==> config.mk <==
export PLATFORM = sky130hd
export DESIGN_NAME = sd_cmd
export DESIGN_NICKNAME = d
export VERILOG_FILES = /design/src/rtl/sd_cmd.sv
export SDC_FILE = /design/constraint.sdc
export NUM_CORES = 1
export LEC_CHECK = 0
export BUFFER_PORTS_ARGS = -buffer_cell sky130_fd_sc_hd__buf_4
export CAP_MARGIN = 40
export CORE_ASPECT_RATIO = 1.5
export CORE_MARGIN = 2
export CORE_UTILIZATION = 25
export CTS_BUF_LIST = sky130_fd_sc_hd__clkbuf_4 sky130_fd_sc_hd__clkbuf_8
export DETAILED_ROUTE_END_ITERATION = 12
export PLACE_DENSITY = 0.54
export RECOVER_POWER = 100
export SKIP_LAST_GASP = 1
export SLEW_MARGIN = 25
export SYNTH_ARGS = -nofsm -noshare
export SYNTH_HDL_FRONTEND = slang
export SYNTH_SLANG_ARGS = --single-unit
==> constraint.sdc <==
create_clock -name clk -period 7.38 [get_ports clk]
set_input_delay 1.476 -clock clk [delete_from_list [all_inputs] [get_ports clk]]
set_output_delay 1.476 -clock clk [all_outputs]
set_load 0.02 [all_outputs]
==> src/rtl/sd_cmd.sv <==
// sd_cmd: SD command-frame sequencer feeding the sdspi byte engine.
//
// Takes one SD command (index + 32-bit argument), asserts CS, sends an
// Ncs gap byte, the 6-byte frame with its CRC7, then polls for R1. For
// R3/R7-class commands it also collects the 4 payload bytes. Optionally
// sends a trailer byte and raises CS, then pulses cmdDone.
//
// Ports
//   clk, rst        clock; synchronous active-high reset (shared with sdspi)
//   cmdStart        one-cycle request, honoured only when idle
//   cmdIndex/Arg    command index and argument, latched on accept
//   cmdLong         collect a 4-byte payload after R1
//   cmdKeepCS       leave CS low at the end (a data phase follows)
//   cmdBusy         high from the cycle after accept until done
//   cmdDone         one-cycle completion pulse
//   cmdR1           R1 byte (0xFF on timeout)
//   cmdResp         payload, first received byte in [31:24]
//   cmdTimeout      no R1 within NcrMax polls
//   spiOP/spiTXD    registered operation and byte to sdspi
//   spiRXD/spiDONE  received byte and byte-complete strobe from sdspi

package sd_cmd_pkg;
    typedef enum logic [2:0] {
        spiNOP  = 3'd0,
        spiCSL  = 3'd1,
        spiCSH  = 3'd2,
        spiFAST = 3'd3,
        spiSLOW = 3'd4,
        spiTR   = 3'd5
    } spiOP_t;
endpackage

module sd_cmd
    import sd_cmd_pkg::*;
#(
    parameter int NcrMax = 8
) (
    input  logic        clk,
    input  logic        rst,
    input  logic        cmdStart,
    input  logic [5:0]  cmdIndex,
    input  logic [31:0] cmdArg,
    input  logic        cmdLong,
    input  logic        cmdKeepCS,
    output logic        cmdBusy,
    output logic        cmdDone,
    output logic [7:0]  cmdR1,
    output logic [31:0] cmdResp,
    output logic        cmdTimeout,
    output spiOP_t      spiOP,
    output logic [7:0]  spiTXD,
    input  logic [7:0]  spiRXD,
    input  logic        spiDONE
);

    localparam logic [3:0] NCR = 4'(NcrMax);

    typedef enum logic [3:0] {
        IDLE, CSL, PRE, FRAME, POLL, LONG, POST, CSH, DONE
    } state_t;

    state_t      r_state;
    logic [5:0]  r_idx;
    logic [31:0] r_arg;
    logic        r_long;
    logic        r_keep;
    logic [6:0]  r_crc;
    logic [2:0]  r_cnt;   // frame bytes issued / payload bytes issued
    logic [3:0]  r_poll;  // poll bytes issued

    logic [7:0]  w_frame_byte;
    logic        w_r1_ok;
    logic        w_to;
    logic        w_long_end;
    logic        w_fin;

    // CRC7 (x^7 + x^3 + 1) advanced over one byte, MSB first.
    function automatic logic [6:0] crc7_byte(input logic [6:0] c, input logic [7:0] b);
        logic [6:0] x;
        logic       fb;
        x = c;
        for (int i = 7; i >= 0; i--) begin
            fb = x[6] ^ b[i];
            x  = {x[5:0], 1'b0};
            if (fb) x = x ^ 7'h09;
        end
        return x;
    endfunction

    // Next frame byte after the command byte; r_cnt counts bytes already sent.
    always_comb begin
        w_frame_byte = {r_crc, 1'b1};
        case (r_cnt)
            3'd1:    w_frame_byte = r_arg[31:24];
            3'd2:    w_frame_byte = r_arg[23:16];
            3'd3:    w_frame_byte = r_arg[15:8];
            3'd4:    w_frame_byte = r_arg[7:0];
            default: w_frame_byte = {r_crc, 1'b1};
        endcase
    end

    // End-of-response events: R1 without payload, poll timeout, last payload byte.
    assign w_r1_ok    = spiDONE && (r_state == POLL) && !spiRXD[7];
    assign w_to       = spiDONE && (r_state == POLL) && spiRXD[7] && (r_poll == NCR);
    assign w_long_end = spiDONE && (r_state == LONG) && (r_cnt == 3'd4);
    assign w_fin      = (w_r1_ok && !r_long) || w_to || w_long_end;

    always_ff @(posedge clk) begin
        if (rst) begin
            r_state    <= IDLE;
            r_idx      <= '0;
            r_arg      <= '0;
            r_long     <= 1'b0;
            r_keep     <= 1'b0;
            r_crc      <= '0;
            r_cnt      <= '0;
            r_poll     <= '0;
            cmdBusy    <= 1'b0;
            cmdDone    <= 1'b0;
            cmdR1      <= 8'hFF;
            cmdResp    <= '0;
            cmdTimeout <= 1'b0;
            spiOP      <= spiNOP;
            spiTXD     <= 8'hFF;
        end else begin
            // Ops are single-cycle; spiTXD only changes when a transfer is issued.
            spiOP   <= spiNOP;
            cmdDone <= 1'b0;
            case (r_state)
                IDLE: if (cmdStart) begin
                    r_idx      <= cmdIndex;
                    r_arg      <= cmdArg;
                    r_long     <= cmdLong;
                    r_keep     <= cmdKeepCS;
                    r_crc      <= '0;
                    cmdResp    <= '0;
                    cmdTimeout <= 1'b0;
                    cmdR1      <= 8'hFF;
                    cmdBusy    <= 1'b1;
                    spiOP      <= spiCSL;
                    r_state    <= CSL;
                end
                CSL: begin
                    spiOP   <= spiTR;
                    spiTXD  <= 8'hFF;
                    r_state <= PRE;
                end
                PRE: if (spiDONE) begin
                    spiOP   <= spiTR;
                    spiTXD  <= {2'b01, r_idx};
                    r_crc   <= crc7_byte(7'd0, {2'b01, r_idx});
                    r_cnt   <= 3'd1;
                    r_state <= FRAME;
                end
                FRAME: if (spiDONE) begin
                    spiOP <= spiTR;
                    if (r_cnt == 3'd6) begin
                        spiTXD  <= 8'hFF;
                        r_poll  <= 4'd1;
                        r_state <= POLL;
                    end else begin
                        spiTXD <= w_frame_byte;
                        // The CRC byte itself is not folded into the CRC.
                        if (r_cnt != 3'd5) r_crc <= crc7_byte(r_crc, w_frame_byte);
                        r_cnt <= r_cnt + 3'd1;
                    end
                end
                POLL: if (spiDONE) begin
                    if (!spiRXD[7]) begin
                        cmdR1 <= spiRXD;
                        if (r_long) begin
                            spiOP   <= spiTR;
                            spiTXD  <= 8'hFF;
                            r_cnt   <= 3'd1;
                            r_state <= LONG;
                        end
                    end else if (r_poll != NCR) begin
                        spiOP  <= spiTR;
                        spiTXD <= 8'hFF;
                        r_poll <= r_poll + 4'd1;
                    end
                end
                LONG: if (spiDONE) begin
                    cmdResp <= {cmdResp[23:0], spiRXD};
                    if (r_cnt != 3'd4) begin
                        spiOP  <= spiTR;
                        spiTXD <= 8'hFF;
                        r_cnt  <= r_cnt + 3'd1;
                    end
                end
                POST: if (spiDONE) begin
                    spiOP   <= spiCSH;
                    r_state <= CSH;
                end
                CSH: begin
                    cmdDone <= 1'b1;
                    cmdBusy <= 1'b0;
                    r_state <= DONE;
                end
                DONE:    r_state <= IDLE;
                default: r_state <= IDLE;
            endcase

            // Response phase over: either finish with CS held low, or send the trailer.
            if (w_fin) begin
                if (r_keep) begin
                    cmdDone <= 1'b1;
                    cmdBusy <= 1'b0;
                    r_state <= DONE;
                end else begin
                    spiOP   <= spiTR;
                    spiTXD  <= 8'hFF;
                    r_state <= POST;
                end
            end
            if (w_to) cmdTimeout <= 1'b1;
        end
    end

endmodule

==> impl_results.md <==
* Initial core utilization at 25.3%
* Synth cell count leaders: nand2_1, dfxtp_1, a21oi_1
* H-tree Lvls at 3
* Top post-synthesis cells by area: dfxtp_1, nand2_1, a21oi_1
* Status: complete, but fails checks
* Slew Viols, Final at 106
* Initial antenna violation count at 0
* Synth top area share at 42.6%
* Buf/Inv on CP at 2
* Min-Delay Endpoint: r_arg[6]
* Top sig layer: met4
* Core Area at 20800 um^2
* # setup viols final at 0
* Area grow syn2layout at 18.3%
* Worst hold margin at 0.461 ns
* Ys async rst share at 0%
* Wire length per cell at 15.8 um
* Pin count of the biggest net entering global routing at 64
* Setup Buffers After CTS at 0
* Met2 WL at 8.29 mm
* Clk_lat worst skew at 0.40 ns
* Worst path slowest cell: clkbuf_1
* Total GRT Usage at 14.1%
* CP peak stage delay at 2.05 ns
* FP Rows at 65
* Cells along the critical path: buf_4, clkbuf_1, nor3_1, o21ai_0
* Multi-input gate area at 2760 um^2
* I/O pin count at 106
* Hpwl dp at 11.5 mm
* Peak VDD IR at 0.121 mV
* Fin Setup TNS at 0 ns
* Final ANT Viol Nets at 0
* Fin area at 6220 um^2
* Clock sink count at 112
* Clock root cell: clkbuf_8
* Most frequent cell after synthesis: nand2_1
* Unique cell type count in the Yosys netlist at 57
* Fmax at 224 MHz
* Post-synth net total at 728
* Req. time, crit path at 7.68 ns
* Number of global-route vias before repair at 4610
* GPL Wtd Cong at 0.809
* Leakage at 0.00218 uW
* DR WL met3 at 741 um
* Worst R2R Setup Slack at 3.72 ns
* Worst Clk Skew at 0.0230 ns
* Final nets at 802
* Cell family with most CP delay: buffers and inverters
* Register area at 2240 um^2
* WL final at 16.1 mm
* Synthesized flop and latch total at 112
* Placed inst area at 6230 um^2
* Primary FF master, synth: dfxtp_1
* M1 WL at 6.74 mm
* Grt ovf at 0
* Cts repair resizes at 0
* Mapped Avg Cell Area at 7.86 um^2
* DR pass1 iterations at 7
* DRC Markers at 0
* Critical R2R Launch: r_state[2]
* Worst Slack Setup Final at 2.91 ns
* Pre-CTS setup slack at 3.98 ns
* Syn Inst Count at 669
* Initial DRC Count at 295
* First-pass GRT wire length at 24.8 mm
* Die Y-Extent at 182 um
* Failing checks: max-capacitance violations, max-slew violations
* HP Class: reg -> reg
* R2R cell count at 6
* Share of layout cells above drive strength 1 at 11.1%
* Core Util, Final at 29.9%
* Vias per cell at 4.87
* Startpoint Class: input pin
* Die X at 122 um
* Yosys warning total at 0
* Final worst-path cycle share at 60.6%
* Pwr dens at 292 nW/um^2
* FILL cells at 2350
* Die area at 22200 um^2
* Worst hold start: r_arg[6]
* Clk pin slew, worst setup/hold paths at 0.11 ns
* Register area share after synthesis at 42.6%
* Worst-Margin Slew at 2.81 ns
* WS Path Type: in -> reg
* CP startpoint: rst
* PortBufs at 105
* Post-synth top area cell: dfxtp_1
* Hold path depth at 2
* RSZ-0062 raised after global routing: false
* Syn Std Cell Area at 5260 um^2
* Hold Buf Count CTS at 0
* CP arrival at 4.77 ns
* EDFF count, synth at 0
* CTS tree: yes
* Crit end category: flip-flop
* Slew HR at -87.5%
* Number of vias in the routed layout at 4952
* Max_cap viols at 2
* Worst-path maximum fanout at 63
* Maximum clock path buffer count at 2
* Cts bufs inserted at 9
* Antenna fix cells at 0
* Critical R2R Capture: r_cnt[0]
* Fin. Hold Viols at 0
* Fin crit period at 4.47 ns
## worst max path at each step
stage | endpoint | depth (start not counted)
floorplan | cmdR1[0] | 6
global route | spiTXD[0] | 4
finish | spiTXD[4] | 4
CTS | r_crc[5] | 7
detailed placement | r_state[0] | 8
global placement | cmdResp[4] | 7
## flip-flops by register name (all words and copies together) (netlist names), 3 cells and up
register / cells
r_poll: 4
spiTXD: 8
r_arg: 32
r_state: 4
cmdR1: 8
cmdResp: 32
spiOP: 3
r_cnt: 3
r_idx: 6
r_crc: 7
## worst register-to-register path: cells and delay by family, from the launching register on
family | cells | cell delay, ns
flops | 1 | 0.81
compound gates | 1 | 0.39
buf+inv | 1 | 1.07
simple gates | 4 | 1.33
## stage by stage
| stage | total power (uW) | cells |
|---|---|---|
| finish | 1820 | 1016 |
| global route | 1930 | 1016 |
| CTS | 1860 | 1016 |
| detailed placement | 1460 | 1000 |
| global placement | 1460 | 997 |
| floorplan | 1250 | 669 |
## cell type report
cell class | count | share of cell area [%]
Clock buffer | 9 | 1.99
Clock inverter | 7 | 1.39
Inverter | 10 | 0.603
Multi-Input combinational cell | 496 | 44.3
Sequential cell | 112 | 36.0
Tap cell | 268 | 5.39
Timing Repair Buffer | 114 | 10.3
## routing by layer
layer  global-route usage [%]  up-vias
li1                         -     2480
met1                     16.9     2325
met2                     24.7      128
met5                        0        -
met3                     2.86       19
met4                     4.83        0
## kinds of logic (layout without fill, tap and decap cells)
family	Yosys count	count (layout)	synth area share, %
AO/OA/AOI/OAI	182	182	20.8
XOR/XNOR	19	19	4.52
adder cells (fa/ha/maj)	8	8	1.85
buffers and inverters	61	140	5.07
flip-flops	112	112	42.6
multiplexers	4	4	0.761
AND/OR/NAND/NOR	283	283	24.4
## where the power goes
part           switching (uW)  internal [uW]  leakage [uW]  total [uW]
combinational             408            239       0.00116         647
sequential               84.7            694      0.000912         779
clock                     250            139      0.000105         389
## layout by cell type (no fill, tap or decap), drive strengths merged, types with 4 or more instances in the layout
cell type and count:
a211oi 5, a21oi 92, a221oi 13, a31oi 5, buf 56, clkbuf 67, dfxtp 112, ha 7
inv 15, mux2i 4, nand2 145, nand2b 12, nand3 47, nand3b 8, nor2 35, nor2b 4
nor3 10, o211ai 6, o21ai 34, o22ai 9, xnor2 8, xor2 7
Note: power is estimated with default switching activity, not from simulation.
